[src/rtl/axis_window_mean_pkg.sv]
// Shared DSP helpers for the averaging stages: sample type, log2 and accumulator sizing.
// No logic here; only types and constant functions.
// Used at elaboration time to size adders, accumulators and counters.
package axis_window_mean_pkg;

  localparam int DEFAULT_SAMPLE_WIDTH = 16;

  typedef logic signed [DEFAULT_SAMPLE_WIDTH-1:0] int_t;

  // Ceiling log2; exact for powers of two, log2(1) = 0.
  function automatic int log2(input int n);
    int r;
    r = 0;
    for (int i = 0; i < 31; i++) begin
      if ((1 << i) < n) r = i + 1;
    end
    return r;
  endfunction

  // Accumulator width that cannot overflow for a full window of full-scale samples.
  function automatic int acc_width(input int sample_width, input int parallel_samples,
                                   input int max_window_log2);
    return sample_width + log2(parallel_samples) + max_window_log2;
  endfunction

endpackage

[src/rtl/axis_window_mean_parallel_sum.sv]
// Registered signed sum of PARALLEL_SAMPLES packed samples, reusable by averaging stages.
// Latency: one cycle from en to sum.
// Backpressure: none internally; the sum register only updates while en is high.
module axis_window_mean_parallel_sum
  import axis_window_mean_pkg::*;
#(
  parameter int SAMPLE_WIDTH     = 16,
  parameter int PARALLEL_SAMPLES = 2,
  localparam int SUM_W           = SAMPLE_WIDTH + log2(PARALLEL_SAMPLES)
) (
  input  logic                                     clk,
  input  logic                                     reset,
  input  logic                                     en,
  input  logic [SAMPLE_WIDTH*PARALLEL_SAMPLES-1:0] samples,
  output logic signed [SUM_W-1:0]                  sum
);

  logic signed [SUM_W-1:0] sum_comb;

  // Sign-extend every lane to the growth width and add them all.
  always_comb begin
    sum_comb = '0;
    for (int i = 0; i < PARALLEL_SAMPLES; i++) begin
      sum_comb = sum_comb + SUM_W'($signed(samples[i*SAMPLE_WIDTH +: SAMPLE_WIDTH]));
    end
  end

  // Capture the lane sum on each enabled cycle.
  always_ff @(posedge clk) begin
    if (reset) begin
      sum <= '0;
    end else if (en) begin
      sum <= sum_comb;
    end
  end

endmodule

[src/rtl/axis_window_mean.sv]
// Windowed mean power: sums 2^win beats of squared samples and emits sum >>> (win + log2(P)).
// Latency: final beat of a window accepted at cycle t gives data_out_valid at t+2.
// Backpressure: data_in_ready = ~(data_out_valid & ~data_out_ready); the whole pipe holds on stall.
module axis_window_mean
  import axis_window_mean_pkg::*;
#(
  parameter int SAMPLE_WIDTH     = 16,
  parameter int PARALLEL_SAMPLES = 2,
  parameter int MAX_WINDOW_LOG2  = 16
) (
  input  logic                                     clk,
  input  logic                                     reset,
  input  logic [$clog2(MAX_WINDOW_LOG2+1)-1:0]     window_log2,
  input  logic                                     data_in_valid,
  output logic                                     data_in_ready,
  input  logic [SAMPLE_WIDTH*PARALLEL_SAMPLES-1:0] data_in_data,
  input  logic                                     data_in_last,
  output logic                                     data_out_valid,
  input  logic                                     data_out_ready,
  output logic [SAMPLE_WIDTH-1:0]                  data_out_data,
  output logic                                     data_out_last
);

  localparam int L2P     = log2(PARALLEL_SAMPLES);
  localparam int SUM_W   = SAMPLE_WIDTH + L2P;
  localparam int ACC_W   = acc_width(SAMPLE_WIDTH, PARALLEL_SAMPLES, MAX_WINDOW_LOG2);
  localparam int WIN_W   = $clog2(MAX_WINDOW_LOG2 + 1);
  localparam int CNT_W   = (MAX_WINDOW_LOG2 > 0) ? MAX_WINDOW_LOG2 : 1;
  localparam int SHIFT_W = $clog2(ACC_W + 1);

  // Frame boundaries come from the window counter, not from tlast.
  logic unused_last;
  assign unused_last = data_in_last;

  logic stall;
  logic accept;

  logic [WIN_W-1:0] win_q;
  logic [WIN_W-1:0] win_new;
  logic [WIN_W-1:0] win_eff;
  logic [CNT_W-1:0] beat_cnt;
  logic [CNT_W-1:0] end_cnt;
  logic             beat_end;

  logic                    s1_valid;
  logic                    s1_end;
  logic [WIN_W-1:0]        s1_win;
  logic signed [SUM_W-1:0] s1_sum;

  logic signed [ACC_W-1:0] acc;
  logic signed [ACC_W-1:0] s1_ext;
  logic signed [ACC_W-1:0] total;
  logic signed [ACC_W-1:0] shifted;
  logic [SHIFT_W-1:0]      shift;

  assign stall          = data_out_valid & ~data_out_ready;
  assign data_in_ready  = ~stall & ~reset;
  assign accept         = data_in_valid & data_in_ready;
  assign data_out_last  = 1'b0;

  // Window length in force for the beat on the input: a fresh clamped value at window start,
  // otherwise the value latched when the current window began.
  always_comb begin
    win_new = window_log2;
    if (window_log2 > WIN_W'(MAX_WINDOW_LOG2)) win_new = WIN_W'(MAX_WINDOW_LOG2);
    win_eff  = (beat_cnt == '0) ? win_new : win_q;
    end_cnt  = ~({CNT_W{1'b1}} << win_eff);
    beat_end = (beat_cnt == end_cnt);
  end

  axis_window_mean_parallel_sum #(
    .SAMPLE_WIDTH    (SAMPLE_WIDTH),
    .PARALLEL_SAMPLES(PARALLEL_SAMPLES)
  ) u_parallel_sum (
    .clk    (clk),
    .reset  (reset),
    .en     (accept),
    .samples(data_in_data),
    .sum    (s1_sum)
  );

  // Stage 1 control: beat counting, window latch and end-of-window flag travel with the lane sum.
  always_ff @(posedge clk) begin
    if (reset) begin
      beat_cnt <= '0;
      win_q    <= '0;
      s1_valid <= 1'b0;
      s1_end   <= 1'b0;
      s1_win   <= '0;
    end else if (!stall) begin
      s1_valid <= accept;
      if (accept) begin
        s1_end   <= beat_end;
        s1_win   <= win_eff;
        beat_cnt <= beat_end ? '0 : beat_cnt + 1'b1;
        if (beat_cnt == '0) win_q <= win_new;
      end
    end
  end

  // Final sum of the window and the floor-mean shift by the total sample count.
  always_comb begin
    s1_ext  = ACC_W'(s1_sum);
    total   = acc + s1_ext;
    shift   = SHIFT_W'(s1_win) + SHIFT_W'(L2P);
    shifted = total >>> shift;
  end

  // Stage 2: accumulate, and on window end load the result and restart the accumulator.
  always_ff @(posedge clk) begin
    if (reset) begin
      acc            <= '0;
      data_out_valid <= 1'b0;
      data_out_data  <= '0;
    end else if (!stall) begin
      data_out_valid <= 1'b0;
      if (s1_valid) begin
        if (s1_end) begin
          data_out_data  <= shifted[SAMPLE_WIDTH-1:0];
          data_out_valid <= 1'b1;
          acc            <= '0;
        end else begin
          acc <= total;
        end
      end
    end
  end

endmodule

[config.mk]
export PLATFORM = sky130hd
export DESIGN_NAME = axis_window_mean
export DESIGN_NICKNAME = d
export VERILOG_FILES = /design/src/rtl/axis_window_mean_pkg.sv /design/src/rtl/axis_window_mean_parallel_sum.sv /design/src/rtl/axis_window_mean.sv
export SDC_FILE = /design/constraint.sdc
export NUM_CORES = 1
export LEC_CHECK = 0
export BUFFER_PORTS_ARGS = -buffer_cell sky130_fd_sc_hd__clkbuf_2
export CORE_ASPECT_RATIO = 0.5
export CORE_UTILIZATION = 45
export DETAILED_ROUTE_END_ITERATION = 12
export PLACE_DENSITY_LB_ADDON = 0.25
export SETUP_SLACK_MARGIN = 0.2
export SLEW_MARGIN = 30
export SYNTH_ARGS = -nofsm -noshare
export SYNTH_HDL_FRONTEND = slang
export SYNTH_SLANG_ARGS = --single-unit
[constraint.sdc]
create_clock -name clk -period 5.3 [get_ports clk]
set_input_delay 0.265 -clock clk [delete_from_list [all_inputs] [get_ports clk]]
set_output_delay 0.265 -clock clk [all_outputs]
set_load 0.03 [all_outputs]
# Yosys cells after proc, flatten, opt, wreduce, memory -nomap -nowiden
# Index checks and enable logic that the tools add are counted.
[totals]
register_bits = 90
mem_count = 0
output_inout_bits = 19
latch_bits = 0
romBits = 0
in_bits = 42
ram_bits = 0
[op_classes]
bitwise_logic = 7
shifts = 2
n_mul = 0
muxes = 6
n_div = 0
n_eq_ne = 1
n_lt_le_gt_ge = 1
add_sub_neg = 4
n_reduce_logical = 4
[op_table]
columns = ["operator", "n"]
rows = [
  ["33-bit by 17-bit adder with 33-bit output", 1],
  ["33-bit two-way mux", 1],
  ["33-bit by 6-bit >>> shifter with 16-bit output", 1],
  ["16-bit by 16-bit adder with 17-bit output", 1],
  ["16-bit by 1-bit adder with 16-bit output, second input constant", 1],
  ["16-bit == test", 1],
  ["16-bit zero test", 1],
  ["16-bit two-way mux", 1],
  ["16-bit inverter", 1],
  ["16-bit by 5-bit left shift with 16-bit output, first input constant", 1],
  ["5-bit two-way mux", 2],
  ["5-bit by 1-bit adder with 6-bit output, second input constant", 1],
  ["5-bit greater-than comparator, second input constant", 1],
  ["2-bit AND reduction", 2],
  ["1-bit bitwise AND", 3],
  ["1-bit inverter", 3],
  ["3-bit AND reduction", 1],
  ["1-bit two-way mux", 2],
]

# Depth between registers and ports, before layout
[depth]
depth_word = 7
mapped_depth = 15
ltp_nobuf = 13

# By module
# A second synthesis with hierarchy kept.
[hier_totals]
cells_unflattened = 1134
hier_area_um2 = 8735.9
[modules_own_cells]
columns = ["module", "n_inst", "area_each_um2", "seq_area_each_um2", "cells_per_inst"]
rows = [
  ["axis_window_mean", 1, 7293.2, 1461.4, 957],
  ["axis_window_mean_parallel_sum", 1, 1442.6, 340.3, 177],
]

# Least setup slack after synthesis
# Ideal clock, no wire load.
[synth_path]
path_type = "flip-flop to flip-flop"
start = "register u_parallel_sum.sum[16]"
end = "register data_out_data[6]"
period_less_slack_ns = 3.498
setup_time_ns = 0.131
arrival_time_ns = 3.366
path_slack_ns = 1.802
stages_incl_launch_ff = 14
cell_sequence = "dfxtp_1 ha_1 buf_2 and2_1 nand4_1 or4_1 nor3_1 nor3_2 a21o_1 xnor2_1 buf_2 o21ai_1 a2111oi_0 nor3_1"
[synth_between]
elab_chain_cells = 2
[synth_lines]
columns = ["element", "line_no", "source"]
rows = [
  ["start: declaration", "axis_window_mean_parallel_sum.sv:15", "output logic signed [SUM_W-1:0] sum"],
  ["start signal: assignment", "axis_window_mean_parallel_sum.sv:33", "sum <= sum_comb;"],
  ["33-bit by 17-bit adder with 33-bit output", "axis_window_mean.sv:104", "total = acc + s1_ext;"],
  ["33-bit by 6-bit >>> shifter with 16-bit output", "axis_window_mean.sv:106", "shifted = total >>> shift;"],
  ["end signal: assignment", "axis_window_mean.sv:119", "data_out_data <= shifted[SAMPLE_WIDTH-1:0];"],
  ["end: declaration", "axis_window_mean.sv:20", "output logic [SAMPLE_WIDTH-1:0] data_out_data,"],
]
# Every way passes these cells.
# A chain may end at the register's enable or synchronous reset.

# Worst setup path after layout
[layout_path]
start = "register u_parallel_sum.sum[0]"
end = "register data_out_data[10]"
# The elaborated chain is that of the path after synthesis.

==> results.toml <==
[status]
status = "completed"

[timing]
tightest_slew_ps = 1060
grt_setup_unrepaired = "no"
final.setup.tns_ps = 0
timing.final.crit_share_pct = 88.5
report.final.setup_viol = 0
period_needed_ps = 4690
finalHoldViolations = 0
clock-skew-final_ps = 19.0
fin_hold_ws_ps = 170
fmax_ghz = 0.213
relSlewSlack_pct = 29.1
drv_slew = 0

[cts]
post_cts_buffers = 0
cts_hold_buffers = 0
cts-root-buf = "clkbuf_16"
cts.sink_count = 90
postCtsResizedCells = 0
cts-buffers-inserted = 9
cts.clk_slew.worst_paths_ps = 80
worstSkewPairLatency_ps = 370
htreeDepth = 3
tritoncts = "done"
clk_path_buf_depth = 2

[critical_path]
cp.buffers_inverters = 0
worstPathCellList = "ha_1 > fa_1 > a211oi_1 > o211ai_1 > a211oi_2 > nor3_1 > or2_2 > o221a_2 > a32oi_1 > o221ai_1 > a2111oi_0 > o21ai_0"
startpoint = "u_parallel_sum.sum[0]"
required_ps = 5510
crit_fanout = 8
critPathTopFamily = "compound AO/OA/AOI/OAI gates"
crit_arrival_ps = 4900
cp_num_cells = 12
r2r-end = "data_out_data[10]"
r2r-start = "u_parallel_sum.sum[0]"
startpoint_type = "register"
crit_path_top_delay_cell = "a211oi_2"
crit_end = "data_out_data[10]"
r2r_cells = 12
cpPeakStageDelay_ps = 740
r2r_slack_ps = 610
crit_type = "register to register"
cp-end-kind = "register"

[detailed_routing]
drt-wirelength-per-cell_um = 19.3
drc_errors = 0
dr.pass1.iters = 5
drtIter0Drc = 1123
num_vias = 9404
drtAntennaViolNets = 0
drt-total-wl_um = 28100
viasPerCell = 6.45

[cells_and_area]
diodes = 0
layout-drive-gt1-share_pct = 11.4
multi_input_area_mm2 = 0.00663
utilization_pct = 51.0
area_delta_synth_final_pct = 8.51
fin_nets = 1288
register_area_mm2 = 0.00180
fillers = 1870

[placed_design]
numPortBuffers = 58
gp_congestion = 1.01
dpl.hpwl_um = 21200

[hold_path]
hold_class = "primary input to register"

[power]
p_leak_nw = 3.70
p_per_area_mw_per_mm2 = 232
vdd_drop_max_mv = 0.177

[global_routing]
antenna_found_initial = 0
gr-usage-all-layers_pct = 27.8
grt_max_degree = 72
grt_pass1_vias = 8414
overflow = 0
grt_first_pass_wirelength_um = 45000

[yosys]
ys_seq_elements = 90
yosysSeqAreaShare_pct = 20.4
synth_edf_count = 0
synth_cell_type_count = 81
synth_ff_type = "dfxtp_1"
postSynthAreaPerCell_um2 = 7.46
synth_area_mm2 = 0.00884
synthCells = 1184
synth_nets = 1279
ys_warn_count = 0
async_flop_share_pct = 0

[floorplanning]
boundaryPins = 61
dieHeight_um = 101
row_count = 35
die_area_mm2 = 0.0202
die_w_um = 200
initial_core_util_pct = 47.0
core_mm2 = 0.0188

[run]
maxCapViolCount = 0
-- sequential cells by signal, summed over array words and instances, names as in the netlist --
name,cells
s1_win,5
acc,33
data_out_data,16
data_out_valid,1
s1_end,1
beat_cnt,16
s1_valid,1
u_parallel_sum.sum,17
-- worst min path at each step --
| stage | startpoint | endpoint | cells past startpoint |
|---|---|---|---|
| CTS | data_in_valid | s1_valid | 3 |
| detailed placement | data_out_data[10] | data_out_data[10] | 2 |
| finish | data_in_valid | s1_valid | 3 |
| floorplan | data_in_valid | s1_valid | 2 |
| global route | data_in_valid | s1_valid | 3 |
| global placement | data_out_data[10] | data_out_data[10] | 2 |
-- cells in the final DEF (no fill, tap or decap), drive strengths merged, types with 28 or more instances in the layout --
cell type,netlist,final
a211oi,29,29
a21oi,89,89
a22oi,30,30
clkbuf,51,67
dfxtp,90,90
ha,51,51
inv,25,28
nand2,92,92
nand3,36,36
nor2,141,141
nor3,52,52
o21ai,69,69
xnor2,29,29
xor2,31,31
-- final cells by class --
cell class	count	share of cell area [%]
flip-flops and latches	90	18.8
well taps	259	3.38
multi-input cells	992	69.2
clock inverters	7	0.992
clock buffers	9	2.35
repair buffers	74	4.28
inverters	26	1.02
-- power breakdown --
part           total, mW  internal, mW  switching (mW)
Sequential         0.731         0.705          0.0257
Clock              0.711         0.381           0.330
Combinational      0.785         0.286           0.499
-- cell usage after synthesis (10+ instances only) --
cell / number / area share (%)
a211oi_1: 27 / 2.3
a21o_1: 16 / 1.4
a21oi_1: 89 / 5.0
a22oi_1: 30 / 2.5
a31oi_1: 12 / 0.85
and2_1: 10 / 0.71
and3_1: 14 / 0.99
buf_2: 13 / 0.74
clkbuf_1: 51 / 2.2
dfxtp_1: 90 / 20
ha_1: 51 / 7.2
inv_1: 25 / 1.1
mux2i_1: 20 / 2.3
mux4_2: 13 / 3.3
nand2_1: 92 / 3.9
nand3_1: 36 / 2.0
nand3b_1: 19 / 1.6
nand4_1: 15 / 1.1
nor2_1: 141 / 6.0
nor2b_1: 12 / 0.85
nor3_1: 51 / 2.9
nor4_1: 15 / 1.1
o2111ai_1: 10 / 0.99
o211ai_1: 18 / 1.5
o21ai_0: 65 / 3.7
o22ai_1: 11 / 0.78
o31ai_1: 14 / 1.2
xnor2_1: 29 / 2.9
xor2_1: 31 / 3.1
-- logic make-up after synthesis --
kind of cell               Yosys count  share of synthesized area, %
AOI/OAI and AO/OA                  396                          30.6
and+or+nand+nor                    443                          24.1
DFF                                 90                          20.4
muxes                               39                          6.34
other                                1                        0.0424
adders and majority gates           53                          7.67
xor gates and xnor gates            60                          5.95
buffers and inverters              102                          4.81
-- layer usage --
metal / track usage, % / vias up / wire length, um
met1: 40.7 / 4468 / 13900
met2: 41.1 / 386 / 11400
met5: 0 / - / 0
li1: - / 4519 / -
met4: 5.86 / 0 / 327
met3: 6.40 / 31 / 2500
-- per-stage QoR --
| step | cells | setup slack [ps] | total power [mW] | cell area [um^2] |
|---|---|---|---|---|
| after CTS | 1457 | 794 | 2.22 | 9580 |
| after global placement | 1441 | 891 | 1.50 | 9260 |
| after floorplan | 1184 | 1800 | 1.30 | 8840 |
| final | 1457 | 608 | 2.23 | 9590 |
| after global routing | 1457 | 483 | 2.34 | 9590 |
| after detailed placement | 1441 | 819 | 1.51 | 9260 |
-- tightest hold or removal path, cell delays in order --
cell and delay, ps:
clkbuf_2 100, mux2i_1 60, nor2_1 70
(Power assumes the default switching activity.)
